$ cat src/rtl/exec_controller.sv
// Execution pacing controller: gates one datapath advance per tick in RUN/STEP, latches HALT.
// Optional watchdog forcing HALTED after WDOG_LIMIT instructions is enabled by EXEC_WATCHDOG_EN.
module exec_controller #(
    parameter int CYCLE_W    = 16,
    parameter int WDOG_LIMIT = 1000
) (
    input  logic               clk,
    input  logic               rst,
    input  logic               tick_in,
    input  logic               run_sw,
    input  logic               step_btn,
    input  logic               halt,
    output logic               cpu_en,
    output logic [1:0]         state,
    output logic [CYCLE_W-1:0] cycle_count,
    output logic               timeout
);

    typedef enum logic [1:0] {
        IDLE   = 2'b00,
        RUN    = 2'b01,
        STEP   = 2'b10,
        HALTED = 2'b11
    } state_t;

    state_t cur_state, next_state;
    logic   step_prev;
    logic   step_edge;
    logic   pulse;
    logic   wdog_hit;
    logic   wdog_trip;

    assign step_edge = step_btn & ~step_prev;
    assign state     = cur_state;

`ifdef EXEC_WATCHDOG_EN
    assign wdog_hit = (32'(cycle_count) >= WDOG_LIMIT);
`else
    assign wdog_hit = 1'b0;
`endif

    always_comb begin
        next_state = cur_state;
        pulse      = 1'b0;
        wdog_trip  = 1'b0;
        case (cur_state)
            IDLE: begin
                if (halt)           next_state = HALTED;
                else if (run_sw)    next_state = RUN;
                else if (step_edge) next_state = STEP;
            end
            RUN: begin
                // Watchdog is checked first so a coincident halt still records the timeout.
                if (wdog_hit) begin
                    next_state = HALTED;
                    wdog_trip  = 1'b1;
                end else if (halt) begin
                    next_state = HALTED;
                end else if (!run_sw) begin
                    next_state = IDLE;
                end else if (tick_in && !cpu_en) begin
                    pulse = 1'b1;
                end
            end
            STEP: begin
                if (halt) begin
                    next_state = HALTED;
                end else if (tick_in && !cpu_en) begin
                    pulse      = 1'b1;
                    next_state = IDLE;
                end
            end
            HALTED: next_state = HALTED;
            default: next_state = IDLE;
        endcase
    end

    always_ff @(posedge clk) begin
        if (rst) begin
            cur_state   <= IDLE;
            cpu_en      <= 1'b0;
            cycle_count <= '0;
            step_prev   <= 1'b1;  // a button held through reset must not count as an edge
        end else begin
            cur_state <= next_state;
            cpu_en    <= pulse;
            step_prev <= step_btn;
            if (pulse && (cycle_count != {CYCLE_W{1'b1}}))
                cycle_count <= cycle_count + 1'b1;
        end
    end

`ifdef EXEC_WATCHDOG_EN
    logic timeout_q;
    always_ff @(posedge clk) begin
        if (rst)            timeout_q <= 1'b0;
        else if (wdog_trip) timeout_q <= 1'b1;
    end
    assign timeout = timeout_q;
`else
    assign timeout = 1'b0;
`endif

endmodule
$ cat config.mk
export PLATFORM = sky130hd
export DESIGN_NAME = exec_controller
export DESIGN_NICKNAME = d
export VERILOG_FILES = /design/src/rtl/exec_controller.sv
export SDC_FILE = /design/constraint.sdc
export NUM_CORES = 1
export LEC_CHECK = 0
export ABC_AREA = 1
export BUFFER_PORTS_ARGS = -buffer_cell sky130_fd_sc_hd__buf_2
export CORE_ASPECT_RATIO = 1.1
export CORE_MARGIN = 2
export CORE_UTILIZATION = 35
export DETAILED_ROUTE_END_ITERATION = 12
export MAX_ROUTING_LAYER = met4
export SLEW_MARGIN = 40
export SYNTH_ARGS = -nofsm -noshare
export SYNTH_HDL_FRONTEND = slang
export SYNTH_SLANG_ARGS = --single-unit
$ cat constraint.sdc
create_clock -name clk -period 2.64 [get_ports clk]
set_clock_uncertainty 0.15 [all_clocks]
set_input_delay 0.264 -clock clk [delete_from_list [all_inputs] [get_ports clk]]
set_output_delay 0.264 -clock clk [all_outputs]
set_load 0.01 [all_outputs]
==> results.md <==
- Via count: 1230
- Number of synthesized flops with an enable pin: 0
- Total global routing overflow: 0
- Ys flop type: dfxtp_1
- Starting DRT DRC Count: 40
- DRC: 0
- Die Width: 61.0 um
- Layout cells sized above 1: 19.4%
- Filler Cell Count: 377
- Outcome: completed
- Vias in the first global route: 1099
- R2R Path Start: cycle_count[0]
- Setup violations, final: 0
- Power Density: 535 nW/um2
- Gpl congestion: 0.757
- H-tree level count: 1
- P_int: 500 uW
- Max-capacitance violation count: 0
- Setup Buffers After CTS: 0
- Post-DRT Antenna Nets: 0
- Final WL: 2720 um
- RSZ-0062 raised after global routing: false
- CP Depth: 7
- Fmax achieved: 0.517 GHz
- Register Area: 400 um2
- Hold WS: 157 ps
- Synthesis-to-layout area growth: 15.4%
- CTS tree: built
- Worst path max stage delay: 480 ps
- Synth warn: 0
- Async S/R FF share, synth: 0%
- Port bufs: 24
- Root Driver: clkbuf_4
- Die span in y: 66.7 um
- DR pass1 iterations: 4
- Reg2reg path depth: 7
- Switching share of power: 35.2%
- Via/cell ratio: 4.66
- Area share of the largest cell type after synthesis: 32.0%
- Yosys reg bits: 20
- Power Total: 772 uW
- Antenna violations before repair: 0
- GRT Util Overall: 15.7%
- Sequential fraction of the synthesis area: 32.0%
- Most common cell in the synthesized netlist: nand2_1
- Drt wl/cell: 10.3 um
- Worst Setup End Kind: register
- Multi-input gate area: 744 um2
- Critical path, cell by cell: ha_1, nand2_2, nor2_2, nand2_2, o21ai_2, nand2_1, a21oi_1
- Worst Path Required: 2730 ps
- Cell Rows: 22
- FF-to-FF End: cycle_count[14]
- Fin area: 1440 um2
- Clk pwr share: 23.2%
- First-pass GRT wire length: 4690 um
- CP startpoint kind: register
- Post-detail-place hpwl: 2050 um
- Leakage Power: 0.653 nW
- Largest cells by area after synthesis: dfxtp_1, nand2_1, nor2_1, ha_1, a21oi_1
- Final Hold Viols: 0
- Crit path to: cycle_count[14]
- Critical path's most frequent cell: nand2_2
- Count of pins over their slew limit: 0
- Die area: 4070 um2
- Largest area contributor in the netlist: dfxtp_1
- IO Pins: 26
- Core ar.: 3390 um2
- Sequential fraction of design power: 45.1%
- Clock-pin slew on the worst setup and hold paths: 110 ps
- Distinct cells, synth: 25
- Clock Sinks: 20
- Period utilization: 73.3%
- Final #Nets: 229
- Logic pwr share: 31.8%
- Worst Setup SP: cycle_count[0]
- Post-DP Area: 1400 um2
- Setup Crit Path Kind: register to register
- Total CTS buffers: 3
- Synthesized Nets: 203
- Cells after synthesis: 191
- CP max stage cell: dfxtp_1
- Largest net degree at the start of global routing: 18
- Critical Path AT: 2030 ps
- HP Class: input port to register
- Crit path buf inv count: 0
- Reg2reg setup slack: 710 ps
- Min cycle time layout: 1930 ps
- Diode count: 0
- Clk_lat worst skew: 300 ps
- Syn Area/Cell: 6.54 um2
- Initial core utilization: 36.9%
- Worst vdd ir: 0.244 mV
- Sw Pwr: 271 uW
- Delay-heaviest family, CP: compound AO/OA/AOI/OAI gates
- Mapped cell area: 1250 um2
- Synth top cells by count: nand2_1, nor2_1, dfxtp_1, inv_1, a21oi_1
- Clock Path Buffers: 2
- Final TNS setup: 0 ps
- Worst-path maximum fanout: 11
[through the flow]
stage | setup slack, ps | util [%] | cells
global placement | 715 | 41.2 | 259
detailed placement | 718 | 41.2 | 259
global route | 461 | 42.6 | 264
CTS | 676 | 42.6 | 264
finish | 705 | 42.6 | 264
floorplan | 908 | - | 191
[area by class of cell]
cell class	instances	area share [%]
sequential	20	27.8
multi-input combinational	148	51.6
timing repair buffer	25	9.02
clock buffer	4	2.52
tap	48	4.16
inverter	19	4.94
[what timing repair did]
action | 4_1_cts | 5_1_grt
hold buffers | 1 | 0
gates resized for setup | 0 | 0
endpoints found under the hold margin | 1 | 0
[kinds of logic after synthesis]
family / count (synthesis) / share of synthesized area (%)
AOI/OAI and AO/OA: 22 / 9.71
buffers and inverters: 23 / 8.41
xor gates and xnor gates: 6 / 4.20
DFF: 20 / 32.0
and+or+nand+nor: 113 / 39.3
adders and majority gates: 6 / 6.01
other: 1 / 0.300
[cells in the final DEF (no fill, tap or decap), drive strengths merged, types with 4 or more instances in the layout]
cell type / synthesis / final
nand4: 5 / 5
dfxtp: 20 / 20
xor2: 4 / 4
clkbuf: 1 / 4
inv: 18 / 18
ha: 6 / 6
o21ai: 6 / 6
nor2: 33 / 33
buf: 3 / 24
a21oi: 13 / 13
nand3: 11 / 11
nand2: 63 / 63
[worst reg2reg max path, stage by stage, from the launching register on]
cell and delay [ps]:
dfxtp_1 480, ha_1 270, nand2_2 70, nor2_2 110, nand2_2 100, o21ai_2 440, nand2_1 100, a21oi_1 160
[worst min-delay path by stage]
stage | start | to | slack (ps) | depth (start not counted)
floorplan | rst | cycle_count[7] | 180 | 1
global placement | step_btn | step_prev | 300 | 3
detailed placement | step_btn | step_prev | 310 | 3
CTS | rst | cycle_count[10] | 150 | 2
global route | rst | cycle_count[4] | 170 | 2
finish | rst | cycle_count[13] | 160 | 2
[metal layers]
metal / routed length [um] / track usage, % / up-vias / share of wire (%)
li1: - / - / 651 / -
met1: 1320 / 19.5 / 544 / 48
met2: 1230 / 24.7 / 31 / 45
met3: 124 / 1.75 / 4 / 4.6
met4: 47 / 8.15 / 0 / 1.7
met5: 0 / - / - / 0
[registers in the layout, indices dropped and copies added, names as in the netlist]
name         count
cpu_en           1
state            2
step_prev        1
cycle_count     16
[power groups by stage]
stage | Clock, mW | Combinational (mW) | Sequential (mW)
after detailed placement | 0 | 0.249 | 0.355
final | 0.179 | 0.245 | 0.348
after global routing | 0.198 | 0.283 | 0.352
after global placement | 0 | 0.249 | 0.353
after floorplan | 0 | 0.180 | 0.362
after CTS | 0.193 | 0.251 | 0.348
(Power assumes the default switching activity.)
